==> src/rtl/uart_tx_mmio_pkg.sv <==
// Shared definitions for the memory-mapped UART transmitter: register map,
// field positions, FSM encoding and register payload layouts.
package uart_tx_mmio_pkg;

    localparam int unsigned ADDR_W      = 32;
    localparam int unsigned DATA_W      = 32;
    localparam int unsigned DIV_W       = 16;
    localparam int unsigned DATA_BITS   = 8;    // 8N1 payload width
    localparam int unsigned BIT_IDX_W   = 3;
    localparam int unsigned CNT_FIELD_W = 4;    // STATUS.count field width

    // Register offsets, selected by addr[3:2]
    localparam logic [1:0] REG_TXDATA = 2'd0;
    localparam logic [1:0] REG_STATUS = 2'd1;
    localparam logic [1:0] REG_BAUD   = 2'd2;
    localparam logic [1:0] REG_CTRL   = 2'd3;

    // Write-side bit positions
    localparam int unsigned STATUS_OVF_BIT  = 3;
    localparam int unsigned CTRL_TX_EN_BIT  = 0;
    localparam int unsigned CTRL_IRQ_EN_BIT = 1;

    // Transmitter states (2-bit)
    typedef enum logic [1:0] {
        ST_IDLE  = 2'd0,
        ST_START = 2'd1,
        ST_DATA  = 2'd2,
        ST_STOP  = 2'd3
    } tx_state_e;

    // STATUS read layout
    typedef struct packed {
        logic [DATA_W-CNT_FIELD_W-5:0] rsvd;
        logic [CNT_FIELD_W-1:0]        count;
        logic                          overflow;
        logic                          busy;
        logic                          empty;
        logic                          full;
    } status_t;

    // CTRL register layout
    typedef struct packed {
        logic irq_en;
        logic tx_en;
    } ctrl_t;

    // Address window decode: 16-byte window, byte offset ignored
    function automatic logic win_hit(input logic [ADDR_W-1:0] addr,
                                     input logic [ADDR_W-1:0] base);
        return addr[ADDR_W-1:4] == base[ADDR_W-1:4];
    endfunction

endpackage

==> src/rtl/uart_tx_mmio_sync_fifo.sv <==
// Single-clock FIFO with show-ahead head data. A push into a full FIFO is
// accepted when a pop happens in the same cycle.
module uart_tx_mmio_sync_fifo #(
    parameter int unsigned WIDTH = 8,
    parameter int unsigned DEPTH = 8,
    localparam int unsigned CNT_W = $clog2(DEPTH + 1)
) (
    input  logic             clk,
    input  logic             rst,
    input  logic             push,
    input  logic [WIDTH-1:0] push_data,
    input  logic             pop,
    output logic [WIDTH-1:0] pop_data_c,
    output logic             full_c,
    output logic             empty_c,
    output logic [CNT_W-1:0] count
);

    localparam int unsigned AW = (DEPTH > 1) ? $clog2(DEPTH) : 1;

    logic [WIDTH-1:0] mem [DEPTH];
    logic [AW-1:0]    wr_ptr;
    logic [AW-1:0]    rd_ptr;
    logic             push_ok;
    logic             pop_ok;

    // Flags and accept qualification
    always_comb begin
        full_c     = (count == CNT_W'(DEPTH));
        empty_c    = (count == '0);
        pop_ok     = pop & ~empty_c;
        push_ok    = push & (~full_c | pop_ok);
        pop_data_c = mem[rd_ptr];
    end

    // Storage array, no reset needed: pointers define valid contents
    always_ff @(posedge clk) begin
        if (push_ok) begin
            mem[wr_ptr] <= push_data;
        end
    end

    // Pointers and occupancy
    always_ff @(posedge clk or posedge rst) begin
        if (rst) begin
            wr_ptr <= '0;
            rd_ptr <= '0;
            count  <= '0;
        end else begin
            if (push_ok) begin
                wr_ptr <= (wr_ptr == AW'(DEPTH - 1)) ? '0 : wr_ptr + AW'(1);
            end
            if (pop_ok) begin
                rd_ptr <= (rd_ptr == AW'(DEPTH - 1)) ? '0 : rd_ptr + AW'(1);
            end
            unique case ({push_ok, pop_ok})
                2'b10:   count <= count + CNT_W'(1);
                2'b01:   count <= count - CNT_W'(1);
                default: count <= count;
            endcase
        end
    end

endmodule

==> src/rtl/uart_tx_mmio.sv <==
// Memory-mapped 8N1 UART transmitter: register decode, TX FIFO, baud timing,
// serialiser FSM and TX-empty interrupt.
module uart_tx_mmio
    import uart_tx_mmio_pkg::*;
#(
    parameter logic [ADDR_W-1:0] BASE_ADDR   = 32'h1000_0000,
    parameter int unsigned       FIFO_DEPTH  = 8,
    parameter logic [DIV_W-1:0]  DEFAULT_DIV = 16'd433
) (
    input  logic              clk,
    input  logic              rst,
    input  logic [3:0]        wr_en_i,
    input  logic [ADDR_W-1:0] wr_addr_i,
    input  logic [DATA_W-1:0] wr_data_i,
    input  logic [ADDR_W-1:0] rd_addr_i,
    output logic [DATA_W-1:0] rd_data_o,
    output logic              txd_o,
    output logic              irq_o
);

    localparam int unsigned FIFO_CNT_W = $clog2(FIFO_DEPTH + 1);

    // Configuration / status registers
    logic [DIV_W-1:0]      baud_div;
    ctrl_t                 ctrl;
    logic                  overflow;

    // FIFO interface
    logic                  push_req;
    logic                  fifo_pop;
    logic [DATA_BITS-1:0]  fifo_head_c;
    logic                  fifo_full_c;
    logic                  fifo_empty_c;
    logic [FIFO_CNT_W-1:0] fifo_count;

    // Serialiser state
    tx_state_e             state;
    logic [DIV_W-1:0]      baud_cnt;
    logic [DIV_W-1:0]      cur_div;
    logic [BIT_IDX_W-1:0]  bit_idx;
    logic [DATA_BITS-1:0]  shreg;
    logic                  bit_end;

    // Write decode
    logic                  wr_hit;
    logic [1:0]            wr_reg;
    logic                  ovf_set;
    logic                  ovf_clr;

    // Read path
    logic                  rd_hit;
    status_t               status_c;
    logic [DATA_W-1:0]     rd_value_c;

    // Write-data and address bits that carry no register content
    logic                  unused_bits;
    assign unused_bits = ^{wr_data_i[DATA_W-1:2*DATA_BITS], wr_addr_i[1:0], rd_addr_i[1:0]};

    // Write-side decode and FIFO pop decision
    always_comb begin
        wr_hit   = win_hit(wr_addr_i, BASE_ADDR);
        wr_reg   = wr_addr_i[3:2];
        push_req = wr_hit & (wr_reg == REG_TXDATA) & wr_en_i[0];
        ovf_clr  = wr_hit & (wr_reg == REG_STATUS) & wr_en_i[0] & wr_data_i[STATUS_OVF_BIT];
        bit_end  = (baud_cnt == cur_div);
        fifo_pop = ctrl.tx_en & ~fifo_empty_c &
                   ((state == ST_IDLE) | ((state == ST_STOP) & bit_end));
        ovf_set  = push_req & fifo_full_c & ~fifo_pop;
    end

    uart_tx_mmio_sync_fifo #(
        .WIDTH (DATA_BITS),
        .DEPTH (FIFO_DEPTH)
    ) u_fifo (
        .clk        (clk),
        .rst        (rst),
        .push       (push_req),
        .push_data  (wr_data_i[DATA_BITS-1:0]),
        .pop        (fifo_pop),
        .pop_data_c (fifo_head_c),
        .full_c     (fifo_full_c),
        .empty_c    (fifo_empty_c),
        .count      (fifo_count)
    );

    // Software-visible configuration registers and sticky overflow
    always_ff @(posedge clk or posedge rst) begin
        if (rst) begin
            baud_div <= DEFAULT_DIV;
            ctrl     <= '{irq_en: 1'b0, tx_en: 1'b1};
            overflow <= 1'b0;
        end else begin
            if (wr_hit && wr_reg == REG_BAUD) begin
                if (wr_en_i[0]) baud_div[7:0]  <= wr_data_i[7:0];
                if (wr_en_i[1]) baud_div[15:8] <= wr_data_i[15:8];
            end
            if (wr_hit && wr_reg == REG_CTRL && wr_en_i[0]) begin
                ctrl.tx_en  <= wr_data_i[CTRL_TX_EN_BIT];
                ctrl.irq_en <= wr_data_i[CTRL_IRQ_EN_BIT];
            end
            // A same-cycle drop beats a software clear
            if (ovf_set) begin
                overflow <= 1'b1;
            end else if (ovf_clr) begin
                overflow <= 1'b0;
            end
        end
    end

    // Serialiser: start bit, 8 data bits LSB first, stop bit; back-to-back
    // frames start straight from the stop bit without an idle cycle
    always_ff @(posedge clk or posedge rst) begin
        if (rst) begin
            state    <= ST_IDLE;
            baud_cnt <= '0;
            cur_div  <= DEFAULT_DIV;
            bit_idx  <= '0;
            shreg    <= '0;
            txd_o    <= 1'b1;
        end else begin
            unique case (state)
                ST_IDLE: begin
                    txd_o    <= 1'b1;
                    baud_cnt <= '0;
                    if (fifo_pop) begin
                        shreg   <= fifo_head_c;
                        cur_div <= baud_div;
                        txd_o   <= 1'b0;
                        state   <= ST_START;
                    end
                end
                ST_START: begin
                    if (bit_end) begin
                        baud_cnt <= '0;
                        bit_idx  <= '0;
                        txd_o    <= shreg[0];
                        state    <= ST_DATA;
                    end else begin
                        baud_cnt <= baud_cnt + DIV_W'(1);
                    end
                end
                ST_DATA: begin
                    if (bit_end) begin
                        baud_cnt <= '0;
                        if (bit_idx == BIT_IDX_W'(DATA_BITS - 1)) begin
                            txd_o <= 1'b1;
                            state <= ST_STOP;
                        end else begin
                            bit_idx <= bit_idx + BIT_IDX_W'(1);
                            shreg   <= shreg >> 1;
                            txd_o   <= shreg[1];
                        end
                    end else begin
                        baud_cnt <= baud_cnt + DIV_W'(1);
                    end
                end
                ST_STOP: begin
                    if (bit_end) begin
                        baud_cnt <= '0;
                        if (fifo_pop) begin
                            shreg   <= fifo_head_c;
                            cur_div <= baud_div;
                            txd_o   <= 1'b0;
                            state   <= ST_START;
                        end else begin
                            state <= ST_IDLE;
                        end
                    end else begin
                        baud_cnt <= baud_cnt + DIV_W'(1);
                    end
                end
                default: state <= ST_IDLE;
            endcase
        end
    end

    // TX-empty interrupt, level, one cycle behind the condition
    always_ff @(posedge clk or posedge rst) begin
        if (rst) begin
            irq_o <= 1'b0;
        end else begin
            irq_o <= ctrl.irq_en & fifo_empty_c & (state == ST_IDLE);
        end
    end

    // Read mux
    always_comb begin
        rd_hit            = win_hit(rd_addr_i, BASE_ADDR);
        status_c          = '0;
        status_c.full     = fifo_full_c;
        status_c.empty    = fifo_empty_c;
        status_c.busy     = (state != ST_IDLE);
        status_c.overflow = overflow;
        status_c.count    = CNT_FIELD_W'(fifo_count);
        rd_value_c        = '0;
        if (rd_hit) begin
            unique case (rd_addr_i[3:2])
                REG_STATUS: rd_value_c = status_c;
                REG_BAUD:   rd_value_c = DATA_W'(baud_div);
                REG_CTRL:   rd_value_c = DATA_W'(ctrl);
                default:    rd_value_c = '0;
            endcase
        end
    end

    // Registered read data, one cycle after the address
    always_ff @(posedge clk or posedge rst) begin
        if (rst) begin
            rd_data_o <= '0;
        end else begin
            rd_data_o <= rd_value_c;
        end
    end

endmodule

==> config.mk <==
export PLATFORM = sky130hd
export DESIGN_NAME = uart_tx_mmio
export DESIGN_NICKNAME = d
export VERILOG_FILES = /design/src/rtl/uart_tx_mmio_pkg.sv /design/src/rtl/uart_tx_mmio_sync_fifo.sv /design/src/rtl/uart_tx_mmio.sv
export SDC_FILE = /design/constraint.sdc
export NUM_CORES = 1
export LEC_CHECK = 0
export ABC_AREA = 1
export CAP_MARGIN = 20
export CORE_MARGIN = 1
export CORE_UTILIZATION = 45
export CTS_BUF_LIST = sky130_fd_sc_hd__clkbuf_16
export DETAILED_ROUTE_END_ITERATION = 10
export DONT_BUFFER_PORTS = 1
export HOLD_SLACK_MARGIN = 0.12
export PLACE_DENSITY = 0.66
export SLEW_MARGIN = 20
export SYNTH_ARGS = -nofsm -noshare
export SYNTH_HDL_FRONTEND = slang
export SYNTH_SLANG_ARGS = --single-unit
==> constraint.sdc <==
create_clock -name clk -period 3.6 [get_ports clk]
set_input_delay 0.54 -clock clk [delete_from_list [all_inputs] [get_ports clk]]
set_output_delay 0.54 -clock clk [all_outputs]
set_load 0.005 [all_outputs]
==> summary.txt <==
Route
  • DR vias: 5404
  • Vias per cell: 5.10
  • First drt pass iteration count: 6
  • Wire length per cell: 14.8 um
  • DRC: 0
  • Final ANT Viol Nets: 0
  • DRT iter0 DRCs: 390
  • WL final: 15700 um

GRT
  • GR Util met3: 4.85%
  • First-pass GRT wire length: 25100 um
  • Largest net degree at the start of global routing: 44
  • Antenna violations before repair: 0
  • Grt ovf: 0
  • Met1 Use GR: 26.0%
  • Top Usage Layer GRT: met2
  • Gr usage total: 19.6%
  • Met2 Usage GRT: 31.6%
  • Vias in the first global route: 5041

Timing
  • Final slew viol count: 0
  • Worst slew pin tran: 0.972 ns
  • Clock skew: 0.0111 ns
  • Period utilization: 78.4%
  • Final setup vio count: 0
  • Slew HR: 35.2%
  • Final setup TNS: 0 ns
  • Min Tclk post-route: 2.82 ns
  • Hold Fails Final Rpt: 0
  • Achievable clock frequency: 354 MHz
  • Unrepaired setup endpoints after global routing: no

Die
  • Die X: 131 um
  • IO Pins: 136
  • Die H: 131 um
  • Placeable Area: 16000 um^2
  • Die Area: 17100 um^2
  • Row count: 46
  • Initial core utilization: 46.6%

Setup path
  • CP arrival: 3.13 ns
  • Crit path launch type: register
  • Slowest CP cell: dfstp_2
  • Critical Path Fanout Max: 14
  • Largest stage delay on the critical path: 0.55 ns
  • Cell Chain, Critical Path: inv_1 > nand2_1 > nand2_1 > nor2_1 > nand2_1 > nor2_2 > nand2_4 > nand2_4 > nand2_4 > inv_1 > ha_1 > xor2_1 > ha_1 > a21oi_1 > xnor2_1 > o21ai_0
  • WS Path Type: reg -> reg
  • Crit end category: register
  • Data required time of the worst path: 3.91 ns

Clock network
  • Worst skew pair latency: 0.43 ns
  • Clock Path Buffers: 2
  • Clock Sinks: 156
  • Clock-pin slew on the worst setup and hold paths: 0.06 ns
  • Clock buffer count from CTS: 17
  • CTS tree: yes
  • # hold bufs at CTS: 0
  • Post-CTS Resized: 0
  • H-tree depth: 4
  • Post-CTS Setup Inserts: 0
  • CTS root buffer: clkbuf_16

Cells and area
  • Ant. Diodes: 0
  • Nets: 949
  • Design area: 8250 um^2
  • Final core area utilization: 51.5%
  • Area grow syn2layout: 10.6%
  • Share of cells above drive strength 1: 10.3%

Placement
  • RD Place Congestion: 0.844
  • Number of port buffers: 0
  • Post-place instance area: 7660 um^2
  • Post-DP HPWL: 10700 um

Power and ir drop
  • Pwr Density: 444 nW/um^2
  • Leakage dissipation: 3.50 nW
  • Peak VDD IR: 0.348 mV

Synthesis
  • Sequential fraction of the synthesis area: 56.9%
  • Post-Syn Instances: 822
  • Yosys cell types: 39
  • Avg Cell Area, Syn: 9.07 um^2
  • Synth Cell Area: 7450 um^2
  • Flops & latches, synth: 156
  • Synthesis warning total: 0

Run status
  • Outcome: finished, final reports clean

Worst hold path
  • Worst hold path class: in -> async

Run
  • Max Cap Viol: 0
[kinds of logic (layout without fill, tap and decap cells)]
kind of cell,count (synthesis),in the layout,synth area share [%]
xor+xnor,11,11,1.29
simple gates,379,379,22.5
other cells,1,16,0.0503
flops,156,156,56.9
compound gates,120,120,8.66
buf+inv,139,146,7.94
fa+ha+maj,16,16,2.69
[flip-flops by register name, indices dropped and copies added (netlist names)]
signal and count:
ctrl 2, baud_cnt 16, rd_data_o 16, overflow 1
shreg 8, bit_idx 3, cur_div 16, u_fifo.count 4
irq_o 1, u_fifo.rd_ptr 3, txd_o 1, u_fifo.mem 64
baud_div 16, state 2, u_fifo.wr_ptr 3
[power breakdown]
part | switching, mW | total, mW | internal (mW)
Sequential | 0.000533 | 1.86 | 1.85
Combinational | 0.0410 | 0.0528 | 0.0117
Clock | 0.722 | 1.76 | 1.03
[layout make-up]
type / count / area, um^2
Sequential cell: 156 / 4240
Multi-Input combinational cell: 542 / 2680
Timing Repair Buffer: 11 / 82.6
Clock inverter: 13 / 110
Inverter: 103 / 389
Fill cell: 1486 / 7750
Tap cell: 216 / 270
Clock buffer: 19 / 475
[cell usage after synthesis (all sizes together)]
| cell type | count | area share, % |
|---|---|---|
| xnor2 | 3 | 0.35 |
| xor2 | 8 | 0.94 |
| a21oi | 13 | 0.87 |
| dfrtp | 80 | 27 |
| o21bai | 1 | 0.10 |
| clkinv | 2 | 0.12 |
| o221ai | 2 | 0.24 |
| or2 | 2 | 0.17 |
| conb | 1 | 0.050 |
| edfxtp | 64 | 26 |
| nor3b | 6 | 0.60 |
| nor3 | 19 | 1.6 |
| clkbuf | 13 | 0.65 |
| a22o | 1 | 0.12 |
| inv | 101 | 5.1 |
| buf | 23 | 2.1 |
| nand4 | 5 | 0.42 |
| ha | 16 | 2.7 |
| o21a | 1 | 0.10 |
| nand3b | 2 | 0.25 |
| nor2 | 100 | 5.4 |
| o21ai | 79 | 5.3 |
| o22ai | 23 | 1.9 |
| dfstp | 12 | 4.2 |
| nor4 | 9 | 0.76 |
| nand2 | 204 | 11 |
| nand3 | 32 | 2.3 |
[worst max-delay path, delay by kind of cell (launching register included)]
kind,cells,cell delay [ns]
AOI/OAI and AO/OA,2,0.12
buffers and inverters,2,0.28
DFF,1,0.55
xor gates and xnor gates,2,0.41
adders and majority gates,2,0.47
and+or+nand+nor,8,0.88
[layer usage]
layer / wire [um] / vias to the layer above
met3: 945 / 19
met4: 184 / 0
met1: 7100 / 2549
met2: 7500 / 155
li1: - / 2681
met5: 0 / -
[path summary, 6_finish.rpt]
check | start | endpoint | slack, ns | depth (start not counted)
max in group asynchronous | rst | txd_o | 2.62 | 2
setup reg to reg | cur_div[8] | u_fifo.count[2] | 0.78 | 16
min in group clk | wr_data_i[5] | u_fifo.mem[7][5] | 0.20 | 0
hold / removal | rst | bit_idx[2] | 0.11 | 1
setup / recovery | cur_div[8] | u_fifo.count[2] | 0.78 | 16
hold reg to reg | shreg[7] | shreg[7] | 0.48 | 2
[cell usage in the layout (no fill, tap or decap), drive strengths merged, types with 3 or more instances in the layout]
| cell | netlist | layout |
|---|---|---|
| o22ai | 23 | 23 |
| dfrtp | 80 | 80 |
| ha | 16 | 16 |
| a21oi | 13 | 13 |
| clkbuf | 13 | 19 |
| xnor2 | 3 | 3 |
| nand4 | 5 | 5 |
| nand3 | 32 | 32 |
| clkinv | 2 | 6 |
| edfxtp | 64 | 64 |
| nor3 | 19 | 19 |
| nand2 | 204 | 204 |
| nor3b | 6 | 6 |
| inv | 101 | 109 |
| nor2 | 100 | 100 |
| nor4 | 9 | 9 |
| buf | 23 | 11 |
| dfstp | 12 | 12 |
| conb | 1 | 16 |
| xor2 | 8 | 8 |
| o21ai | 79 | 79 |
[metrics by stage]
step                      std cells  hold WS (ns)  power, mW  setup slack [ns]
after global placement         1028         0.458       1.94             0.827
after floorplan                 837         0.442       1.94             0.688
after global routing           1060         0.170       3.78             0.504
final                          1060         0.106       3.66             0.779
after detailed placement       1028         0.463       1.94             0.744
after CTS                      1060         0.134       3.70             0.748
Power figures use the tool's default switching activity.
